File: config.mk
export PLATFORM = sky130hd
export DESIGN_NAME = data_cache_flat
export DESIGN_NICKNAME = d
export VERILOG_FILES = /design/src/rtl/cache_pkg.sv /design/src/rtl/data_cache_if.sv /design/src/rtl/data_cache_load_align.sv /design/src/rtl/data_cache.sv /design/src/flat_wrapper.sv
export SDC_FILE = /design/constraint.sdc
export NUM_CORES = 2
export LEC_CHECK = 0
export BUFFER_PORTS_ARGS = -buffer_cell sky130_fd_sc_hd__buf_2
export CORE_ASPECT_RATIO = 1.4
export CORE_MARGIN = 1.5
export CORE_UTILIZATION = 56
export DETAILED_ROUTE_END_ITERATION = 6
export PLACE_DENSITY = 0.81
export SETUP_SLACK_MARGIN = 0.5
export SYNTH_ARGS = -nofsm -noshare
export SYNTH_HDL_FRONTEND = slang
export SYNTH_SLANG_ARGS = --single-unit
File: constraint.sdc
create_clock -name clk -period 5.3 [get_ports clk]
set_input_delay 0.795 -clock clk [delete_from_list [all_inputs] [get_ports clk]]
set_output_delay 0.795 -clock clk [all_outputs]
set_load 0.02 [all_outputs]
File: src/rtl/cache_pkg.sv
// Shared types and constants for the direct-mapped write-through data cache.
// Covers state encoding, RV32I load/store func3 codes and line geometry.
package cache_pkg;

    typedef enum logic {
        IDLE = 1'b0,
        FILL = 1'b1
    } state_t;

    localparam logic [2:0] F3_B  = 3'h0;
    localparam logic [2:0] F3_H  = 3'h1;
    localparam logic [2:0] F3_W  = 3'h2;
    localparam logic [2:0] F3_BU = 3'h4;
    localparam logic [2:0] F3_HU = 3'h5;

    localparam int LINE_WORDS = 4;
    localparam int BYTE_OFF_W = 2;
    localparam int WORD_OFF_W = 2;
    localparam int LINE_OFF_W = BYTE_OFF_W + WORD_OFF_W;

    function automatic logic is_misaligned(
        input logic [2:0] f3,
        input logic [1:0] off
    );
        return ((f3[1:0] == 2'b01) && off[0])
            || ((f3 == F3_W) && (off != 2'b00));
    endfunction

    function automatic logic is_load_f3(input logic [2:0] f3);
        return f3 inside {F3_B, F3_H, F3_W, F3_BU, F3_HU};
    endfunction

endpackage

File: src/rtl/data_cache_if.sv
// Memory-stage request bus plus the data_memory side of the cache.
// master = pipeline/memory environment, slave = cache.
interface data_cache_if #(
    parameter int ADDR_WIDTH = 32,
    parameter int DATA_WIDTH = 32
);
    logic                  req_valid;
    logic                  req_write;
    logic [2:0]            func3;
    logic [ADDR_WIDTH-1:0] address;
    logic [DATA_WIDTH-1:0] write_data;
    logic [DATA_WIDTH-1:0] read_data;
    logic                  stall;
    logic                  misaligned;
    logic [ADDR_WIDTH-1:0] mem_address;
    logic [2:0]            mem_func3;
    logic                  mem_write_enable;
    logic [DATA_WIDTH-1:0] mem_write_data;
    logic [DATA_WIDTH-1:0] mem_read_data;

    modport master (
        output req_valid, req_write, func3, address,
        output write_data, mem_read_data,
        input  read_data, stall, misaligned,
        input  mem_address, mem_func3,
        input  mem_write_enable, mem_write_data
    );

    modport slave (
        input  req_valid, req_write, func3, address,
        input  write_data, mem_read_data,
        output read_data, stall, misaligned,
        output mem_address, mem_func3,
        output mem_write_enable, mem_write_data
    );
endinterface

File: src/rtl/data_cache_load_align.sv
// Picks the byte/half/word out of a cached word and extends it per func3.
// Unknown load codes yield zero.
module load_align
    import cache_pkg::*;
(
    input  logic [31:0] word,
    input  logic [1:0]  offset,
    input  logic [2:0]  func3,
    output logic [31:0] data
);
    logic [7:0]  byte_sel;
    logic [15:0] half_sel;

    assign byte_sel = word[{offset, 3'b000} +: 8];
    assign half_sel = offset[1] ? word[31:16] : word[15:0];

    always_comb begin
        data = '0;
        unique case (func3)
            F3_B:    data = {{24{byte_sel[7]}}, byte_sel};
            F3_BU:   data = {24'h0, byte_sel};
            F3_H:    data = {{16{half_sel[15]}}, half_sel};
            F3_HU:   data = {16'h0, half_sel};
            F3_W:    data = word;
            default: data = '0;
        endcase
    end
endmodule

File: src/rtl/data_cache.sv
// Direct-mapped, write-through, no-write-allocate data cache.
// Load misses fill a 4-word line from data_memory, one word per cycle.
module data_cache
    import cache_pkg::*;
#(
    parameter int ADDR_WIDTH = 32,
    parameter int DATA_WIDTH = 32,
    parameter int SETS       = 16,
    parameter int LINE_WORDS = cache_pkg::LINE_WORDS
) (
    input  logic         clk,
    input  logic         rst,
    data_cache_if.slave  bus
);
    localparam int IDX_W = $clog2(SETS);
    localparam int TAG_W = ADDR_WIDTH - LINE_OFF_W - IDX_W;
    localparam int CNT_W = $clog2(LINE_WORDS);

    logic                  valid_q [SETS];
    logic [TAG_W-1:0]      tag_q   [SETS];
    logic [DATA_WIDTH-1:0] data_q  [SETS][LINE_WORDS];

    state_t                state_q, state_d;
    logic [CNT_W-1:0]      cnt_q;

    logic [IDX_W-1:0]      idx;
    logic [TAG_W-1:0]      tag;
    logic [WORD_OFF_W-1:0] wsel;
    logic [1:0]            off;
    logic                  mis, is_load, is_store;
    logic                  hit, start_fill, filling, last;
    logic [DATA_WIDTH-1:0] aligned;

    assign idx  = bus.address[LINE_OFF_W +: IDX_W];
    assign tag  = bus.address[ADDR_WIDTH-1 -: TAG_W];
    assign wsel = bus.address[BYTE_OFF_W +: WORD_OFF_W];
    assign off  = bus.address[1:0];

    assign mis      = bus.req_valid & is_misaligned(bus.func3, off);
    assign is_load  = bus.req_valid & ~bus.req_write & ~mis
                    & is_load_f3(bus.func3);
    assign is_store = bus.req_valid & bus.req_write & ~mis
                    & (state_q == IDLE);

    assign hit        = valid_q[idx] && (tag_q[idx] == tag);
    assign start_fill = (state_q == IDLE) & is_load & ~hit;
    // The miss cycle itself fetches word 0, so FILL only covers 1..3.
    assign filling    = (state_q == FILL) | start_fill;
    assign last       = (cnt_q == CNT_W'(LINE_WORDS - 1));

    always_ff @(posedge clk or posedge rst) begin
        if (rst) state_q <= IDLE;
        else     state_q <= state_d;
    end

    always_comb begin
        state_d = state_q;
        unique case (state_q)
            IDLE: if (start_fill) state_d = FILL;
            FILL: if (last)       state_d = IDLE;
        endcase
    end

    always_ff @(posedge clk or posedge rst) begin
        if (rst)          cnt_q <= '0;
        else if (filling) cnt_q <= cnt_q + 1'b1;
        else              cnt_q <= '0;
    end

    // Line is dropped while refilling so a reset mid-fill leaves it invalid.
    always_ff @(posedge clk or posedge rst) begin
        if (rst) begin
            for (int i = 0; i < SETS; i++) valid_q[i] <= 1'b0;
        end else if (start_fill) begin
            valid_q[idx] <= 1'b0;
        end else if (filling && last) begin
            valid_q[idx] <= 1'b1;
        end
    end

    always_ff @(posedge clk) begin
        if (!rst && filling) begin
            data_q[idx][cnt_q] <= bus.mem_read_data;
            if (last) tag_q[idx] <= tag;
        end else if (!rst && is_store && hit) begin
            unique case (bus.func3)
                F3_B: data_q[idx][wsel][{off, 3'b000} +: 8]
                        <= bus.write_data[7:0];
                F3_H: data_q[idx][wsel][{off[1], 4'b0000} +: 16]
                        <= bus.write_data[15:0];
                F3_W: data_q[idx][wsel] <= bus.write_data;
                default: ;
            endcase
        end
    end

    load_align u_align (
        .word   (data_q[idx][wsel]),
        .offset (off),
        .func3  (bus.func3),
        .data   (aligned)
    );

    always_comb begin
        bus.read_data        = '0;
        bus.stall            = 1'b0;
        bus.misaligned       = 1'b0;
        bus.mem_address      = bus.address;
        bus.mem_func3        = bus.func3;
        bus.mem_write_enable = 1'b0;
        bus.mem_write_data   = bus.write_data;
        if (filling) begin
            bus.mem_address = {tag, idx, cnt_q, 2'b00};
            bus.mem_func3   = F3_W;
        end
        if (!rst) begin
            bus.stall            = filling;
            bus.misaligned       = mis;
            bus.mem_write_enable = is_store;
            if ((state_q == IDLE) && is_load && hit)
                bus.read_data = aligned;
        end
    end
endmodule
File: src/flat_wrapper.sv
// flat-port wrapper written by rule: the top's interface ports become plain ports
module data_cache_flat import cache_pkg::*;
#(
    parameter int ADDR_WIDTH = 32,
    parameter int DATA_WIDTH = 32,
    parameter int SETS       = 16,
    parameter int LINE_WORDS = cache_pkg::LINE_WORDS
)
  (clk, rst, bus_req_valid, bus_req_write, bus_func3, bus_address, bus_write_data, bus_mem_read_data, bus_read_data, bus_stall, bus_misaligned, bus_mem_address, bus_mem_func3, bus_mem_write_enable, bus_mem_write_data);
  data_cache_if #(.ADDR_WIDTH(ADDR_WIDTH), .DATA_WIDTH(DATA_WIDTH)) bus_i ();
  input  logic clk;
  input  logic rst;
  input wire logic [$bits(bus_i.req_valid)-1:0] bus_req_valid;
  input wire logic [$bits(bus_i.req_write)-1:0] bus_req_write;
  input wire logic [$bits(bus_i.func3)-1:0] bus_func3;
  input wire logic [$bits(bus_i.address)-1:0] bus_address;
  input wire logic [$bits(bus_i.write_data)-1:0] bus_write_data;
  input wire logic [$bits(bus_i.mem_read_data)-1:0] bus_mem_read_data;
  output wire logic [$bits(bus_i.read_data)-1:0] bus_read_data;
  output wire logic [$bits(bus_i.stall)-1:0] bus_stall;
  output wire logic [$bits(bus_i.misaligned)-1:0] bus_misaligned;
  output wire logic [$bits(bus_i.mem_address)-1:0] bus_mem_address;
  output wire logic [$bits(bus_i.mem_func3)-1:0] bus_mem_func3;
  output wire logic [$bits(bus_i.mem_write_enable)-1:0] bus_mem_write_enable;
  output wire logic [$bits(bus_i.mem_write_data)-1:0] bus_mem_write_data;
  assign bus_i.req_valid = bus_req_valid;
  assign bus_i.req_write = bus_req_write;
  assign bus_i.func3 = bus_func3;
  assign bus_i.address = bus_address;
  assign bus_i.write_data = bus_write_data;
  assign bus_i.mem_read_data = bus_mem_read_data;
  assign bus_read_data = bus_i.read_data;
  assign bus_stall = bus_i.stall;
  assign bus_misaligned = bus_i.misaligned;
  assign bus_mem_address = bus_i.mem_address;
  assign bus_mem_func3 = bus_i.mem_func3;
  assign bus_mem_write_enable = bus_i.mem_write_enable;
  assign bus_mem_write_data = bus_i.mem_write_data;
  data_cache #(.ADDR_WIDTH(ADDR_WIDTH), .DATA_WIDTH(DATA_WIDTH), .SETS(SETS), .LINE_WORDS(LINE_WORDS)) u_core (.clk(clk), .rst(rst), .bus(bus_i));
endmodule
==> results_dict.tcl <==
set metrics [dict create \
    status "finished, violations left" \
    violations "DRC, setup timing" \
    internal_power_mw 31.2 \
    switching_power_mw 9.19 \
    numCtsBuffers 210 \
    cts_sinks 2451 \
    drive_above_1_share_pct 36.3 \
    arrival_ns 4.54 \
    max_slew_margin_pct 14.9 \
    routed-via-count 56200 \
    synth-simple-area-share_pct 1.33 \
    drc 49 \
    async_flop_share_pct 0.775 \
    wl_per_cell_um 37.5 \
    start_util_pct 56.4 \
    synth_top_family_by_area "multiplexers" \
    fin_crit_sh_pct 101 \
    clock_latency_ns 0.88 \
    drv_cap 0 \
    r2r_setup_slack_ns 0.48 \
    grt_pass1_wl_um 410000 \
    r2r-start "u_core.tag_q[10][14]" \
    synth_edf_count 2432 \
    yosys_warnings 0 \
    pre_cts_ws_ns -0.571 \
    grt_pass1_vias 56300 \
    crit_path_top_delay_cell "mux4_2" \
    num_rows 182 \
    synthMuxAreaShare_pct 17.8 \
    drtPass1Iterations 7 \
    cp_cell_sequence "mux4_2 -> xnor2_1 -> nand3_2 -> a2111oi_4 -> buf_4 -> a41o_1 -> o211ai_1 -> buf_4 -> nor3_4 -> buf_6 -> nand3_4 -> buf_12 -> a21oi_4 -> buf_6" \
    hold_viol 0 \
    dieHeight_um 501 \
    cp_max_fo 3 \
    gp_congestion 0.943 \
    cp.buffers_inverters 5 \
    cpLargestDelayFamily "compound AO/OA/AOI/OAI gates" \
    multiInputGateArea_sq_um 24200 \
    critPathRequiredTime_ns 4.51 \
    synthAdderAreaFrac_pct 0.114 \
    seqCellArea_sq_um 73500 \
    switching_share_pct 22.8 \
    synth-seq-area-share_pct 74.1 \
    fin_hold_ws_ns 0.0763 \
    crit_type "register to output pin" \
    startpoint_type "register" \
    overflow 0 \
    p_per_area_nw_per_um2 348 \
    clock_power_share_pct 38.0 \
    grt_start_max_net_pins 88 \
    synth-xor-area-share_pct 0.203 \
    period_needed_ns 5.34 \
    wirelength_um 295000 \
    cp_slowest_stage_delay_ns 0.48 \
    syn_area_per_cell_sq_um 21.2 \
    via_per_inst 7.15 \
    ios 205 \
    fin_skew_ns 0.0469 \
    pwr-share-comb_pct 8.5 \
    ys_ff_latch 2451 \
    peakVddDrop_mv 0.368 \
    core-area_sq_um 176000 \
    rsz0062_at_grt "yes" \
    dieArea_sq_um 180000 \
    final_cell_mix "edfxtp_1, mux4_2, buf_4" \
    yosysUniqueCellTypes 72 \
    layout_setup_ws_ns -0.0370 \
    synthFlopType "edfxtp_1" \
    fin_tns_setup_ns -0.0370 \
    port_buffers 204 \
    post-route-util_pct 65.9 \
    layout_commonest_cell "edfxtp_1" \
    grtUsageTotal_pct 32.7 \
    nets 5487 \
    syn_inst 4668 \
    p_seq_share_pct 53.5 \
    cts_tree "done" \
    antenna_found_initial 40 \
    die_x_um 359 \
    htree_levels 4 \
    synth_compound_area_share_pct 4.15 \
    setup_viol 1 \
    syn_area_sq_um 99200 \
    cts_root_buf "clkbuf_16" \
    ant_nets 0 \
    hold_path.class "input port to async pin" \
    worstReg2RegEnd "u_core.data_q[5][84]" \
    endpoint_kind "output pin" \
    num-fill-cells 10400 \
    area_growth_pct 16.9 \
    reg2regPathDepth 14 \
    fmaxAchievable_ghz 0.187 \
    power.total_mw 40.4 \
    power_leakage_nw 37.5 \
    clockBufferDepth 3 \
    dp_hpwl_um 181000 \
    syn-num-nets 4780 \
    tightestPinTransition_ns 1.27 \
    clkTransAtPathRegs_ns 0.07 \
    slew_viol_final 0 \
    drt_iter0_drc 9341 \
]
## metal layers
layer	vias up	track usage (%)	part of all wire [%]
li1	21100	-	-
met1	28400	38.9	30
met2	5261	52.2	48
met3	1311	11.7	14
met4	52	17.9	6.7
met5	-	0	0.12
## cells in the mapped netlist, drive strengths merged (8+ instances only)
cell	count	area, sq um
edfxtp	2432	73000
mux4	736	16600
a21oi	306	1540
buf	219	1540
clkbuf	151	567
nand2	118	443
mux2i	92	921
o21ai	81	405
nor2	80	300
a22o	64	561
o2bb2ai	42	368
inv	39	146
a22oi	22	165
xnor2	20	175
dfrtp	19	475
nand3	18	90.1
nor3	17	85.1
a222oi	16	160
mux2	16	180
o21a	16	120
o22a	16	140
o22ai	15	93.8
nor2b	10	62.6
o211ai	10	90.1
ha	9	113
a21o	8	60.1
## registers in the layout, indices dropped and copies added (netlist names), named ones only
register,count
u_core.data_q,2048
u_core.cnt_q,2
u_core.tag_q,384
u_core.state_q,1
## what timing repair did
item | CTS | global route
setup buffers | 40 | 24
gates resized for setup | 110 | 86
endpoints found under the setup margin | 826 | 118
cloned | 14 | 3
pin swaps | 18 | 8
hold buffers | 0 | 0
## cells by family after synthesis
kind of cell    count (synthesis)
simple gates                  289
buf+inv                       409
compound gates                643
fa+ha+maj                       9
flops                        2451
xor+xnor                       23
mux                           844
## cell type report
class	instances	area share, %
diodes	21	0.0453
clock buffers	256	4.76
clock inverters	121	0.977
inverters	39	0.133
multi-input cells	1808	20.9
flip-flops and latches	2451	63.4
well taps	2300	2.48
repair buffers	865	7.32
## worst max-delay path by stage
stage,start,endpoint,slack (ns),cells after the start
after floorplan,bus_address[5],u_core.tag_q[3][0],0.39,12
after global placement,bus_address[7],u_core.data_q[13][71],-0.38,15
after detailed placement,bus_address[7],u_core.data_q[12][68],-0.57,15
after CTS,u_core.tag_q[8][20],bus_read_data[10],0.1,14
after global routing,u_core.tag_q[6][10],bus_read_data[23],-0.07,12
final,u_core.tag_q[10][14],bus_read_data[23],-0.04,14
## power groups by stage
stage | clock (mW) | sequential (mW) | combinational, mW
after floorplan | 0 | 22.0 | 1.80
after global routing | 16.0 | 21.6 | 3.49
after global placement | 0 | 22.0 | 3.00
after detailed placement | 0 | 22.0 | 3.08
after CTS | 15.3 | 21.6 | 3.25
final | 15.3 | 21.6 | 3.43
## stage by stage
stage          std cells  instance area [sq um]
6_report            7861                 116000
5_1_grt             7847                 116000
4_1_cts             7813                 115000
3_5_place_dp        7382                 107000
3_3_place_gp        7382                 107000
2_1_floorplan       4668                  99700
No activity file was read; power rests on OpenSTA's default activity.
